### src/rtl/axi_wr_slave_endpoint_pkg.sv
// Shared types and widths for the AXI write-slave endpoint.
// Bus widths, queue entry layout, response codes and W FSM states.
package axi_wr_slave_endpoint_pkg;

  localparam int PID_WIDTH     = 4;
  localparam int PADDR_WIDTH   = 32;
  localparam int PLENGTH_WIDTH = 8;
  localparam int PSIZE_WIDTH   = 3;
  localparam int PDATA_WIDTH   = 4;
  localparam int POP_WIDTH     = $clog2(PDATA_WIDTH + 1);

  localparam logic [1:0] RESP_OKAY   = 2'b00;
  localparam logic [1:0] RESP_SLVERR = 2'b10;

  typedef struct packed {
    logic [PID_WIDTH-1:0]     awid;
    logic [PADDR_WIDTH-1:0]   awaddr;
    logic [PLENGTH_WIDTH-1:0] awlen;
    logic [PSIZE_WIDTH-1:0]   awsize;
  } wr_aw_entry_t;

  typedef enum logic [1:0] {
    W_IDLE,
    W_BURST,
    W_RESP
  } w_state_t;

  function automatic logic [POP_WIDTH-1:0] popcount(
    input logic [PDATA_WIDTH-1:0] v
  );
    logic [POP_WIDTH-1:0] n;
    n = '0;
    for (int i = 0; i < PDATA_WIDTH; i++)
      n = n + POP_WIDTH'(v[i]);
    return n;
  endfunction

endpackage

### src/rtl/axi_wr_slave_endpoint_if.sv
// AW/W/B channel bundle between the slave-side FIFOs and the endpoint.
// master drives requests and bready; slave drives readies and B.
interface axi_wr_slave_endpoint_if;
  import axi_wr_slave_endpoint_pkg::*;

  logic                     awvalid;
  logic                     awready;
  logic [PID_WIDTH-1:0]     awid;
  logic [PADDR_WIDTH-1:0]   awaddr;
  logic [PLENGTH_WIDTH-1:0] awlen;
  logic [PSIZE_WIDTH-1:0]   awsize;

  logic                     wvalid;
  logic                     wready;
  logic [PID_WIDTH-1:0]     wid;
  logic [8*PDATA_WIDTH-1:0] wdata;
  logic [PDATA_WIDTH-1:0]   wstrb;
  logic                     wlast;

  logic                     bvalid;
  logic                     bready;
  logic [PID_WIDTH-1:0]     bid;
  logic [1:0]               bresp;

  modport master (
    output awvalid, awid, awaddr, awlen, awsize,
    output wvalid, wid, wdata, wstrb, wlast,
    output bready,
    input  awready, wready, bvalid, bid, bresp
  );

  modport slave (
    input  awvalid, awid, awaddr, awlen, awsize,
    input  wvalid, wid, wdata, wstrb, wlast,
    input  bready,
    output awready, wready, bvalid, bid, bresp
  );

endinterface

### src/rtl/axi_wr_slave_endpoint_aw_queue.sv
// Synchronous FIFO of accepted AW bursts with active-high sync reset.
// Extra pointer bit distinguishes full from empty.
module wr_aw_queue
  import axi_wr_slave_endpoint_pkg::*;
#(
  parameter int DEPTH = 4
) (
  input  logic         clk,
  input  logic         rst,
  input  logic         push,
  input  wr_aw_entry_t din,
  input  logic         pop,
  output logic         full,
  output logic         empty,
  output wr_aw_entry_t head
);

  localparam int AW = $clog2(DEPTH);

  wr_aw_entry_t mem [DEPTH];
  logic [AW:0]  wr_ptr;
  logic [AW:0]  rd_ptr;
  logic         do_push;
  logic         do_pop;

  assign empty = (wr_ptr == rd_ptr);
  assign full  = (wr_ptr[AW] != rd_ptr[AW]) &&
                 (wr_ptr[AW-1:0] == rd_ptr[AW-1:0]);

  assign do_push = push & ~full;
  assign do_pop  = pop & ~empty;
  assign head    = mem[rd_ptr[AW-1:0]];

  always_ff @(posedge clk) begin
    if (rst) begin
      wr_ptr <= '0;
      rd_ptr <= '0;
    end else begin
      if (do_push) wr_ptr <= wr_ptr + 1'b1;
      if (do_pop)  rd_ptr <= rd_ptr + 1'b1;
    end
  end

  always_ff @(posedge clk) begin
    if (do_push) mem[wr_ptr[AW-1:0]] <= din;
  end

endmodule

### src/rtl/axi_wr_slave_endpoint.sv
// AXI write-slave endpoint: queues AW, drains W against the head burst,
// checks ID/length and returns one B per burst, with statistics.
module axi_wr_slave_endpoint
  import axi_wr_slave_endpoint_pkg::*;
#(
  parameter int AWQ_DEPTH = 4,
  parameter int CNT_WIDTH = 16
) (
  input  logic                 clk,
  input  logic                 rst,
  axi_wr_slave_endpoint_if.slave bus,
  output logic [CNT_WIDTH-1:0] burst_cnt,
  output logic [CNT_WIDTH-1:0] err_cnt,
  output logic [CNT_WIDTH-1:0] byte_cnt
);

  localparam int BW = PLENGTH_WIDTH + 1;

  w_state_t       state;
  wr_aw_entry_t   aw_in;
  wr_aw_entry_t   head;
  logic           q_full;
  logic           q_empty;
  logic           aw_push;
  logic           w_fire;
  logic           b_fire;

  logic           wready_q;
  logic           bvalid_q;
  logic [PID_WIDTH-1:0] bid_q;
  logic [1:0]     bresp_q;

  logic [BW-1:0]  beat_cnt;
  logic [BW-1:0]  len_ext;
  logic           err_flag;
  logic           id_err;
  logic           last_err;
  logic           over_err;
  logic           err_next;

  // Readies held low through reset so nothing is accepted mid-reset.
  assign bus.awready = ~q_full & ~rst;
  assign bus.wready  = wready_q;
  assign bus.bvalid  = bvalid_q;
  assign bus.bid     = bid_q;
  assign bus.bresp   = bresp_q;

  assign aw_push = bus.awvalid & bus.awready;
  assign w_fire  = bus.wvalid & wready_q;
  assign b_fire  = bvalid_q & bus.bready;

  assign aw_in.awid   = bus.awid;
  assign aw_in.awaddr = bus.awaddr;
  assign aw_in.awlen  = bus.awlen;
  assign aw_in.awsize = bus.awsize;

  wr_aw_queue #(
    .DEPTH (AWQ_DEPTH)
  ) u_awq (
    .clk   (clk),
    .rst   (rst),
    .push  (aw_push),
    .din   (aw_in),
    .pop   (b_fire),
    .full  (q_full),
    .empty (q_empty),
    .head  (head)
  );

  // Per-beat checks against the head burst; beat_cnt is the beat index.
  assign len_ext  = {1'b0, head.awlen};
  assign id_err   = (bus.wid != head.awid);
  assign last_err = bus.wlast && (beat_cnt != len_ext);
  assign over_err = !bus.wlast && (beat_cnt > len_ext);
  assign err_next = err_flag | id_err | last_err | over_err;

  always_ff @(posedge clk) begin
    if (rst) begin
      state     <= W_IDLE;
      wready_q  <= 1'b0;
      bvalid_q  <= 1'b0;
      bid_q     <= '0;
      bresp_q   <= RESP_OKAY;
      beat_cnt  <= '0;
      err_flag  <= 1'b0;
      burst_cnt <= '0;
      err_cnt   <= '0;
      byte_cnt  <= '0;
    end else begin
      if (w_fire)
        byte_cnt <= byte_cnt +
                    CNT_WIDTH'(popcount(bus.wstrb));
      unique case (state)
        W_IDLE: begin
          if (!q_empty) begin
            state    <= W_BURST;
            wready_q <= 1'b1;
            beat_cnt <= '0;
            err_flag <= 1'b0;
          end
        end
        W_BURST: begin
          if (w_fire) begin
            if (beat_cnt != '1)
              beat_cnt <= beat_cnt + 1'b1;
            err_flag <= err_next;
            if (bus.wlast) begin
              state    <= W_RESP;
              wready_q <= 1'b0;
              bvalid_q <= 1'b1;
              bid_q    <= head.awid;
              bresp_q  <= err_next ? RESP_SLVERR
                                   : RESP_OKAY;
            end
          end
        end
        W_RESP: begin
          if (b_fire) begin
            state     <= W_IDLE;
            bvalid_q  <= 1'b0;
            burst_cnt <= burst_cnt + 1'b1;
            if (bresp_q == RESP_SLVERR &&
                err_cnt != '1)
              err_cnt <= err_cnt + 1'b1;
          end
        end
        default: state <= W_IDLE;
      endcase
    end
  end

  logic unused_bits;
  assign unused_bits = ^{bus.wdata, head.awaddr, head.awsize};

endmodule

### src/flat_wrapper.sv
// flat-port wrapper written by rule: the top's interface ports become plain ports
module axi_wr_slave_endpoint_flat import axi_wr_slave_endpoint_pkg::*;
#(
  parameter int AWQ_DEPTH = 4,
  parameter int CNT_WIDTH = 16
)
  (clk, rst, burst_cnt, err_cnt, byte_cnt, bus_awvalid, bus_awid, bus_awaddr, bus_awlen, bus_awsize, bus_wvalid, bus_wid, bus_wdata, bus_wstrb, bus_wlast, bus_bready, bus_awready, bus_wready, bus_bvalid, bus_bid, bus_bresp);
  axi_wr_slave_endpoint_if bus_i ();
  input  logic clk;
  input  logic rst;
  output logic [CNT_WIDTH-1:0] burst_cnt;
  output logic [CNT_WIDTH-1:0] err_cnt;
  output logic [CNT_WIDTH-1:0] byte_cnt;
  input wire logic [$bits(bus_i.awvalid)-1:0] bus_awvalid;
  input wire logic [$bits(bus_i.awid)-1:0] bus_awid;
  input wire logic [$bits(bus_i.awaddr)-1:0] bus_awaddr;
  input wire logic [$bits(bus_i.awlen)-1:0] bus_awlen;
  input wire logic [$bits(bus_i.awsize)-1:0] bus_awsize;
  input wire logic [$bits(bus_i.wvalid)-1:0] bus_wvalid;
  input wire logic [$bits(bus_i.wid)-1:0] bus_wid;
  input wire logic [$bits(bus_i.wdata)-1:0] bus_wdata;
  input wire logic [$bits(bus_i.wstrb)-1:0] bus_wstrb;
  input wire logic [$bits(bus_i.wlast)-1:0] bus_wlast;
  input wire logic [$bits(bus_i.bready)-1:0] bus_bready;
  output wire logic [$bits(bus_i.awready)-1:0] bus_awready;
  output wire logic [$bits(bus_i.wready)-1:0] bus_wready;
  output wire logic [$bits(bus_i.bvalid)-1:0] bus_bvalid;
  output wire logic [$bits(bus_i.bid)-1:0] bus_bid;
  output wire logic [$bits(bus_i.bresp)-1:0] bus_bresp;
  assign bus_i.awvalid = bus_awvalid;
  assign bus_i.awid = bus_awid;
  assign bus_i.awaddr = bus_awaddr;
  assign bus_i.awlen = bus_awlen;
  assign bus_i.awsize = bus_awsize;
  assign bus_i.wvalid = bus_wvalid;
  assign bus_i.wid = bus_wid;
  assign bus_i.wdata = bus_wdata;
  assign bus_i.wstrb = bus_wstrb;
  assign bus_i.wlast = bus_wlast;
  assign bus_i.bready = bus_bready;
  assign bus_awready = bus_i.awready;
  assign bus_wready = bus_i.wready;
  assign bus_bvalid = bus_i.bvalid;
  assign bus_bid = bus_i.bid;
  assign bus_bresp = bus_i.bresp;
  axi_wr_slave_endpoint #(.AWQ_DEPTH(AWQ_DEPTH), .CNT_WIDTH(CNT_WIDTH)) u_core (.clk(clk), .rst(rst), .bus(bus_i), .burst_cnt(burst_cnt), .err_cnt(err_cnt), .byte_cnt(byte_cnt));
endmodule
### config.mk
export PLATFORM = sky130hd
export DESIGN_NAME = axi_wr_slave_endpoint_flat
export DESIGN_NICKNAME = d
export VERILOG_FILES = /design/src/rtl/axi_wr_slave_endpoint_pkg.sv /design/src/rtl/axi_wr_slave_endpoint_if.sv /design/src/rtl/axi_wr_slave_endpoint_aw_queue.sv /design/src/rtl/axi_wr_slave_endpoint.sv /design/src/flat_wrapper.sv
export SDC_FILE = /design/constraint.sdc
export NUM_CORES = 1
export LEC_CHECK = 0
export BUFFER_PORTS_ARGS = -buffer_cell sky130_fd_sc_hd__buf_2
export CAP_MARGIN = 20
export CORE_AREA = 8 8 119 121
export CTS_CLUSTER_SIZE = 10
export DETAILED_ROUTE_END_ITERATION = 8
export DIE_AREA = 0 0 127 129
export GPL_TIMING_DRIVEN = 0
export PLACE_DENSITY_LB_ADDON = 0.1
export SETUP_SLACK_MARGIN = 0.5
export SYNTH_ARGS = -nofsm -noshare
export SYNTH_HDL_FRONTEND = slang
export SYNTH_SLANG_ARGS = --single-unit
### constraint.sdc
create_clock -name clk -period 3.5 [get_ports clk]
set_input_delay 0.875 -clock clk [delete_from_list [all_inputs] [get_ports clk]]
set_output_delay 0.875 -clock clk [all_outputs]
set_load 0.005 [all_outputs]
# ---- After elaboration in Yosys (flattened, before gate mapping)
# Memory sizes are Yosys's and may differ from the RTL's. A register that Yosys moved wholly into a read port is not among the register bits.
# Index checks and enable logic that the tools add are counted.
dict set report totals {
  ram_bits 188
  reg_bits 74
  n_memories 1
  in_bits 93
  out_inout_bits 57
  elab_cells 91
}
dict set report classes {
  n_mux 25
  n_eq_ne 15
  n_bitwise 12
  n_reduce_logical 16
  order_cmp 1
  add_sub_neg 9
}
# name depth word_bits read_ports rd_clocked_by_memory_dff write_ports line
set mem_list {}
lappend mem_list {u_core.u_awq.mem 4 47 1 1 1 axi_wr_slave_endpoint_aw_queue.sv:20} ;# wr_aw_entry_t mem [DEPTH];
# operator count
set ops {}
lappend ops {{adder 16 x 1 -> 16 bit (second input constant)} 2}
lappend ops {{2-to-1 mux 9 bit} 3}
lappend ops {{one-hot mux 9 bit (2 select lines)} 1}
lappend ops {{adder 16 x 3 -> 16 bit} 1}
lappend ops {{inequality test 16 bit (second input constant)} 1}
lappend ops {{AND reduction 4 bit} 4}
lappend ops {{2-to-1 mux 2 bit} 7}
lappend ops {{2-to-1 mux 1 bit} 10}
lappend ops {{adder 9 x 1 -> 9 bit (second input constant)} 1}
lappend ops {{greater-than comparator 9 x 8 -> 1 bit} 1}
lappend ops {{inequality test 9 x 8 -> 1 bit} 1}
lappend ops {{inequality test 9 bit (second input constant)} 1}
lappend ops {{AND reduction 3 bit} 3}
lappend ops {{adder 3 x 1 -> 3 bit} 2}
lappend ops {{adder 3 x 1 -> 3 bit (second input constant)} 2}
lappend ops {{bitwise AND 1 bit} 6}
lappend ops {{inequality test 2 bit (second input constant)} 3}
lappend ops {{one-hot mux 1 bit (2 select lines)} 3}
lappend ops {{one-hot mux 2 bit (3 select lines)} 1}
lappend ops {{== test 2 bit (second input constant)} 2}
lappend ops {{logical AND 1 bit} 4}
lappend ops {{inequality test 2 x 1 -> 1 bit (second input constant)} 2}
lappend ops {{inequality test 4 bit} 1}
lappend ops {{nonzero test 2 bit} 2}
lappend ops {{other kinds (10)} 14}

# ---- Depth between registers and ports, before layout
# Gate-level depths: netlist of the first run.
dict set report logic_depth {
  ltp_word 8
  mapped_depth 12
  ltp_nobuf 12
}

# ---- Modules after synthesis
# A second synthesis of the first run with hierarchy kept.
dict set report hier_totals {
  cells_unflattened 705
  area_unflattened_um2 10705.3
}
# mod cells_each n_inst seq_area_each_um2 area_per_inst_um2
set modules_own_cells {}
lappend modules_own_cells {wr_aw_queue 313 1 5805.6 7340.8}
lappend modules_own_cells {axi_wr_slave_endpoint 392 1 1341.3 3364.5}

# ---- Worst setup path before layout of the first run
# No wires, ideal clock.
dict set report synth_path {
  path_type {input-to-reg}
  from {input bus_wstrb[0]}
  to {register u_core.byte_cnt[13]}
  arrival_time_ns 2.954
  path_slack_ns 0.419
  path_buffers 0
  t_required_ns 3.372
  setup_time_ns 0.128
  stages 12
  path_cell_list {ha_1 inv_1 fa_1 inv_1 ha_1 ha_1 a21o_1 a21oi_1 nor3b_1 nand4_1 xor2_1 nor2_1}
}
dict set report synth_via {
  elab_chain_cells 4
}
# item line
set synth_lines {}
lappend synth_lines {{from (decl)} flat_wrapper.sv:22} ;# input wire logic [$bits(bus_i.wstrb)-1:0] bus_wstrb;
lappend synth_lines {{adder 1 x 1 -> 2 bit} axi_wr_slave_endpoint_pkg.sv:34} ;# n = n + POP_WIDTH'(v[i]);
lappend synth_lines {{adder 3 x 1 -> 3 bit (2 in a row)} axi_wr_slave_endpoint_pkg.sv:34}
lappend synth_lines {{adder 16 x 3 -> 16 bit} axi_wr_slave_endpoint.sv:91} ;# byte_cnt <= byte_cnt +
lappend synth_lines {{to (signal assigned)} axi_wr_slave_endpoint.sv:91}
lappend synth_lines {{to (decl)} axi_wr_slave_endpoint.sv:14} ;# output logic [CNT_WIDTH-1:0] byte_cnt
# No other way between the ends.
# A chain may end at the register's enable or synchronous reset.

# ---- Worst setup path in the final report of the first run
dict set report layout_path {
  from {input bus_wstrb[0]}
  to {register u_core.byte_cnt[7]}
}
# The elaborated chain is that of the path after synthesis.

==> summary.md, run 1 <==
| Metric | Value |
|---|---|
| Hold buffers post-CTS | `0` |
| Worst-path fanout max | `4` |
| Final worst setup slack | `about 620 ps` |
| Via count | `3876` |
| CTS clk-pin slew, worst paths | `around 50 ps` |
| Initial antenna violation count | `0` |
| Setup TNS | `0 ps` |
| First-pass GRT wire length | `19.4 mm` |
| I/O Pins | `150` |
| Routability Congestion | `0.756` |
| Final instance area | `between 0.006 and 0.007 mm²` |
| Wirelength per Cell | `roughly 16 µm` |
| Final setup viols | `0` |
| Critical Path Start | `bus_wstrb[0]` |
| Max Cap Violations | `0` |
| Worst EP arrival | `about 3200 ps` |
| Synth warn | `0` |
| Hold path cells | `2` |
| Fmax | `347 MHz` |
| Number of global-route vias before repair | `3932` |
| Initial Utilization | `between 40% and 50%` |
| Post-synth EDFFs | `48` |
| Final Hold Vio Count | `0` |
| Most common flop cell mapped by yosys | `dfxtp_1` |
| Fraction of layout cells with a size suffix above 1 | `22.4%` |
| Fill count | `~1100` |
| Core area | `0.0123 mm²` |
| Worst r2r path cells | `11` |
| Site Rows | `41` |
| Status | `complete, no violations` |
| HPWL after DPL | `about 8.6 mm` |
| Required @ worst endpoint | `roughly 3800 ps` |
| Critical path class | `in2reg` |
| Hold crit path type | `reg2reg` |
| Total length of routed wires | `12.0 mm` |
| Peak supply drop | `0.000355 V` |
| Die Width | `about 130 µm` |
| Number of synthesized register bits | `between 100 and 150` |
| Area grow syn2layout | `22.3%` |
| GRT overflow | `0` |
| Place WS | `195 ps` |
| Antenna Nets Post-Route | `0` |
| Largest net degree at the start of global routing | `17` |
| LEAKAGE | `2.69 nW` |
| CTS Buffer Depth | `2` |
| RSZ-0062 raised after global routing | `true` |
| Antenna fix cells | `0` |
| CP Capture Type | `flop` |
| Worst hold path startpoint | `u_core.byte_cnt[0]$_SDFFE_PP0P_` |
| Setup crit start kind | `input port` |
| Initial drt markers | `211` |
| Total chip power | `roughly 3.4 mW` |
| Drt pass-1 iters | `4` |
| Period utilisation layout | `between 80% and 90%` |
| Clock Latency Late Sink | `410 ps` |
| Total CTS buffers | `17` |
| H-tree levels | `4` |
| Post-synthesis sequential area ratio | `54.4%` |
| Nets | `approximately 700` |
| Async set-or-reset flop fraction in the synthesized netlist | `0%` |
| Unique masters post-synth | `50` |
| Post-Syn Area per Cell | `about 11 µm²` |
| Power per cell area | `slightly above 500 mW/mm²` |
| Post-Synthesis Cells | `a little under 500` |
| Slew headroom | `between 40% and 50%` |
| Sink Count | `between 100 and 150` |
| DRC | `0` |
| Total die area | `~0.016 mm²` |
| IO buf count | `between 80 and 90` |
| Tightest Pin Transition | `781 ps` |
| Final clock skew | `between 10 and 15 ps` |
| GRT Total Usage | `15.2%` |
| CTS tree | `yes` |
| Net Count, Synth | `~600` |
| Vias/cell | `between 5 and 6` |
| Die Y-Extent | `129 µm` |
| Final Max Slew Viols | `0` |
| Post-Syn Area | `around 0.0054 mm²` |
| Post-layout min period | `just under 3000 ps` |
| Root Driver | `clkbuf_16` |
| DP Area | `between 0.006 and 0.007 mm²` |
==> flip-flops by register name, indices dropped and copies added, names as in the netlist, 2 cells and up, named ones only <==
signal               flops
u_core.burst_cnt        16
u_core.u_awq.mem        48
u_core.byte_cnt         16
u_core.err_cnt          16
u_core.u_awq.rd_ptr      3
u_core.state             2
u_core.bus.bid           4
u_core.u_awq.wr_ptr      3
u_core.beat_cnt          9
==> cell usage in the layout, fill, tap and decap left out, types with 3 or more instances in the layout <==
| cell | instances |
|---|---|
| clkinv_2 | 4 |
| inv_1 | 18 |
| o21ai_0 | 5 |
| a31oi_1 | 4 |
| and4_1 | 4 |
| and3_1 | 14 |
| buf_2 | 83 |
| mux2i_1 | 7 |
| xor2_1 | 32 |
| clkbuf_1 | 10 |
| xnor2_1 | 23 |
| dfxtp_1 | 75 |
| a21oi_1 | 15 |
| ha_1 | 22 |
| nor3_1 | 11 |
| bufinv_16 | 3 |
| or3_1 | 4 |
| clkinvlp_4 | 4 |
| edfxtp_1 | 48 |
| nand3_1 | 22 |
| mux4_2 | 11 |
| a21o_1 | 4 |
| and2_1 | 4 |
| clkbuf_16 | 17 |
| nand2_1 | 35 |
| nor2b_1 | 4 |
| nand4_1 | 13 |
| nor2_1 | 63 |
==> layer usage <==
metal | vias to the layer above | part of all wire [%] | track usage [%]
met2 | 81 | 47 | 24.7
met4 | 0 | 1.6 | 6.58
met5 | - | 0 | 0
met1 | 1857 | 47 | 18.5
li1 | 1921 | - | -
met3 | 17 | 4.7 | 4.72
==> critical path, cell delays in order <==
cell,delay (ps)
buf_2,100
ha_1,260
inv_1,50
fa_1,350
inv_1,70
ha_1,250
ha_1,290
a21o_1,130
a21oi_2,80
nor3b_2,340
nand4_1,160
xor2_1,150
nor2_1,50
==> layout make-up <==
type / count / area, µm² / share of cell area, %
Clock buffer: 19 / 433 / 6.54
Multi-Input combinational cell: 329 / 2350 / 35.5
Sequential cell: 123 / 2940 / 44.5
Tap cell: 150 / 188 / 2.84
Timing Repair Buffer: 81 / 405 / 6.13
Clock inverter: 13 / 153 / 2.31
Inverter: 18 / 67.6 / 1.02
Buffer: 14 / 77.6 / 1.17
==> report_power, final <==
part	internal, mW	switching (mW)	leakage [nW]	total [mW]
logic	0.0620	0.100	1.38	0.162
clock network	1.11	0.618	0.276	1.73
registers	1.51	0.0153	1.04	1.53
==> path summary, 6_finish.rpt <==
path,slack [ps],endpoint
hold / removal,480,u_core.byte_cnt[0]$_SDFFE_PP0P_
hold reg to reg,480,u_core.byte_cnt[0]$_SDFFE_PP0P_
setup reg to reg,730,u_core.bus.bresp[1]$_SDFFE_PP0P_
setup / recovery,620,u_core.byte_cnt[7]$_SDFFE_PP0P_
==> synthesized netlist by cell type, types with 4 or more instances <==
| cell type | n | area, µm² |
|---|---|---|
| xor2_1 | 32 | 280 |
| and2_1 | 4 | 25.0 |
| nand4_1 | 13 | 81.3 |
| dfxtp_1 | 75 | 1500 |
| ha_1 | 22 | 275 |
| mux2i_1 | 7 | 70.1 |
| and4_1 | 4 | 35.0 |
| nand2_1 | 35 | 131 |
| a21oi_1 | 16 | 80.1 |
| a21o_1 | 4 | 30.0 |
| nand3_1 | 22 | 110 |
| or3_1 | 4 | 25.0 |
| xnor2_1 | 23 | 201 |
| mux4_2 | 11 | 248 |
| nor3_1 | 11 | 55.1 |
| o21ai_0 | 5 | 25.0 |
| edfxtp_1 | 48 | 1440 |
| nor2b_1 | 4 | 25.0 |
| clkbuf_1 | 8 | 30.0 |
| and3_1 | 14 | 87.6 |
| a31oi_1 | 4 | 25.0 |
| inv_1 | 18 | 67.6 |
| nor2_1 | 64 | 240 |
==> cells by family (layout without fill, tap and decap cells) <==
| logic type | Yosys count | count (layout) | synth area share (%) |
|---|---|---|---|
| AND/OR/NAND/NOR | 184 | 184 | 16.5 |
| flip-flops | 123 | 123 | 54.4 |
| XOR/XNOR | 55 | 55 | 8.91 |
| AO/OA/AOI/OAI | 46 | 46 | 5.60 |
| buffers and inverters | 32 | 145 | 2.57 |
| adder cells (fa/ha/maj) | 24 | 24 | 5.83 |
| multiplexers | 19 | 19 | 6.08 |
| other | 1 | 1 | 0.0693 |
==> per-stage QoR <==
stage / instances / utilization [%] / hold WS [ps]
after floorplan: 484 / - / 458
after global placement: 715 / 48.8 / 469
after detailed placement: 715 / 48.8 / 475
after CTS: 747 / 53.6 / 483
after global routing: 747 / 53.8 / 508
final: 747 / 53.8 / 479
==> timing repair <==
action                                  in CTS  in global routing
setup buffers                                0                  0
resized for setup                            0                  5
endpoints found under the setup margin       0                  6
No activity file was read; power rests on OpenSTA's default activity.
==> inputs of run 2 (changes only) <==
==> constraint.sdc (replaced) <==
create_clock -name clk -period 2.9 [get_ports clk]
set_input_delay 0.725 -clock clk [delete_from_list [all_inputs] [get_ports clk]]
set_output_delay 0.725 -clock clk [all_outputs]
set_load 0.005 [all_outputs]
==> summary.md, run 2 (synthesized netlist as in run 1, its figures left out) <==
| Metric | Value |
|---|---|
| Initial antenna violation count | `1` |
| CTS clk-pin slew, worst paths | `approximately 60 ps` |
| Worst r2r path cells | `10` |
| Most frequent cells in the layout | `buf_2, dfxtp_1, nor2_1, edfxtp_1, nand2_1` |
| GRT overflow | `0` |
| Fraction of layout cells with a size suffix above 1 | `about 28%` |
| Final setup viols | `0` |
| Setup crit start kind | `flop` |
| FF-to-FF setup slack | `280 ps` |
| Die Width | `roughly 130 µm` |
| Initial Utilization | `43.9%` |
| Grt met3 use | `~4.4%` |
| Clock Latency Late Sink | `just over 400 ps` |
| Place WS | `-132 ps` |
| First-pass GRT wire length | `between 20 and 25 mm` |
| Sink Count | `approximately 120` |
| H-tree levels | `4` |
| Commonest non-fill, non-tap cell in the layout | `buf_2` |
| Fmax | `382 MHz` |
| Required @ worst endpoint | `roughly 3200 ps` |
| Initial drt markers | `around 220` |
| Hold crit path type | `reg2reg` |
| Antenna Nets Post-Route | `0` |
| Worst-path fanout max | `5` |
| Total CTS buffers | `17` |
| Max reg flops | `48` |
| IO buf count | `just over 80` |
| Vias/cell | `about 5.2` |
| Routability Congestion | `between 0.7 and 0.8` |
| I/O Pins | `150` |
| GRT Max-Usage Layer | `met2` |
| Antenna fix cells | `0` |
| CTS tree | `yes` |
| Register Area | `0.00294 mm²` |
| Nets | `710` |
| Fill count | `between 1000 and 1500` |
| CTS Buffer Depth | `2` |
| Tightest Pin Transition | `744 ps` |
| Number of global-route vias before repair | `around 4000` |
| Total length of routed wires | `12.3 mm` |
| Max Cap Violations | `0` |
| Wirelength per Cell | `around 16 µm` |
| Worst EP arrival | `between 2000 and 3000 ps` |
| Final Hold Vio Count | `0` |
| Core area | `0.0123 mm²` |
| Site Rows | `41` |
| Root Driver | `clkbuf_16` |
| Final clock skew | `between 7 and 8 ps` |
| Hold buffers post-CTS | `0` |
| Slew headroom | `50.4%` |
| Final Max Slew Viols | `0` |
| GR Util met2 | `25.5%` |
| Setup TNS | `0 ps` |
| CP Capture Type | `flop` |
| Drt pass-1 iters | `4` |
| Die Y-Extent | `roughly 130 µm` |
| Largest net degree at the start of global routing | `17` |
| Critical path class | `reg2reg` |
| Post-layout min period | `2620 ps` |
| LEAKAGE | `approximately 2.8 nW` |
| Status | `complete, no violations` |
| Final worst setup slack | `approximately 280 ps` |
| Worst hold path startpoint | `u_core.bus.bid[1]$_SDFFE_PP0P_` |
| RR Endpoint | `u_core.bus.bresp[1]$_SDFFE_PP0P_` |
| Hold path cells | `2` |
| Total die area | `approximately 0.016 mm²` |
| Final Util | `between 50% and 60%` |
| Peak supply drop | `around 0.00034 V` |
| Multi-input gate area | `roughly 0.0026 mm²` |
| Via count | `roughly 3900` |
| HPWL after DPL | `between 8 and 9 mm` |
| Area grow syn2layout | `29.5%` |
| GRT met1 Usage | `between 10% and 20%` |
| GRT Total Usage | `between 15 and 20%` |
| Power per cell area | `just over 600 mW/mm²` |
| Period utilisation layout | `90.3%` |
| DRC | `0` |
| Worst Hold Path EP | `u_core.bus.bid[1]$_SDFFE_PP0P_` |
| RSZ-0062 raised after global routing | `true` |
| Final instance area | `between 0.007 and 0.008 mm²` |
| DP Area | `slightly above 0.006 mm²` |
-- run 2: layout make-up --
type	instances	area share, %
flip-flops and latches	123	42.0
clock buffers	19	6.18
repair buffers	90	7.63
plain buffers	14	1.27
clock inverters	13	2.82
inverters	18	0.965
well taps	150	2.68
multi-input cells	329	36.4
-- run 2: per-stage QoR --
stage / instances / power [mW] / hold WS, ps
final: 756 / 4.34 / 497
after detailed placement: 715 / 2.09 / 474
after floorplan: 484 / 2.01 / 458
after global routing: 756 / 4.48 / 519
after global placement: 715 / 2.08 / 467
after CTS: 755 / 4.37 / 502
-- run 2: worst max-delay path by stage --
| stage | from | end | slack (ps) |
|---|---|---|---|
| after global placement | bus_wstrb[1] | u_core.byte_cnt[15]$_SDFFE_PP0P_ | -110 |
| after global routing | flop | u_core.bus.bresp[1]$_SDFFE_PP0P_ | 170 |
| after detailed placement | bus_wstrb[0] | u_core.byte_cnt[15]$_SDFFE_PP0P_ | -130 |
| after floorplan | bus_wstrb[1] | u_core.byte_cnt[15]$_SDFFE_PP0P_ | 140 |
| final | flop | u_core.bus.bresp[1]$_SDFFE_PP0P_ | 280 |
| after CTS | flop | u_core.bus.bresp[1]$_SDFFE_PP0P_ | 310 |
-- run 2: power breakdown --
| part | internal [mW] | total, mW | switching [mW] |
|---|---|---|---|
| combinational | 0.0956 | 0.232 | 0.136 |
| sequential | 1.83 | 1.85 | 0.0196 |
| clock | 1.51 | 2.26 | 0.743 |
| total | 3.44 | 4.34 | 0.899 |
-- run 2: metal layers --
metal  part of all wire [%]  wire, µm
met1                     45      5540
met2                     48      5930
met3                    5.3       658
met4                    1.6       193
met5                   0.11        13
-- run 2: worst max-delay path: stages (launching register included) --
cell and delay, ps:
dfxtp_2 320, buf_6 110, buf_12 120, mux4_2 500
inv_2 90, ha_4 140, and4b_1 260, and3_4 220
nand4_1 140, a2111oi_4 430, a41oi_1 150
-- run 2: repair_timing --
item | CTS | global route
endpoints found under the setup margin | 14 | 15
gates cloned | 1 | 0
gates resized for setup | 28 | 6
pin swaps | 24 | 8
buffers inserted | 7 | 1
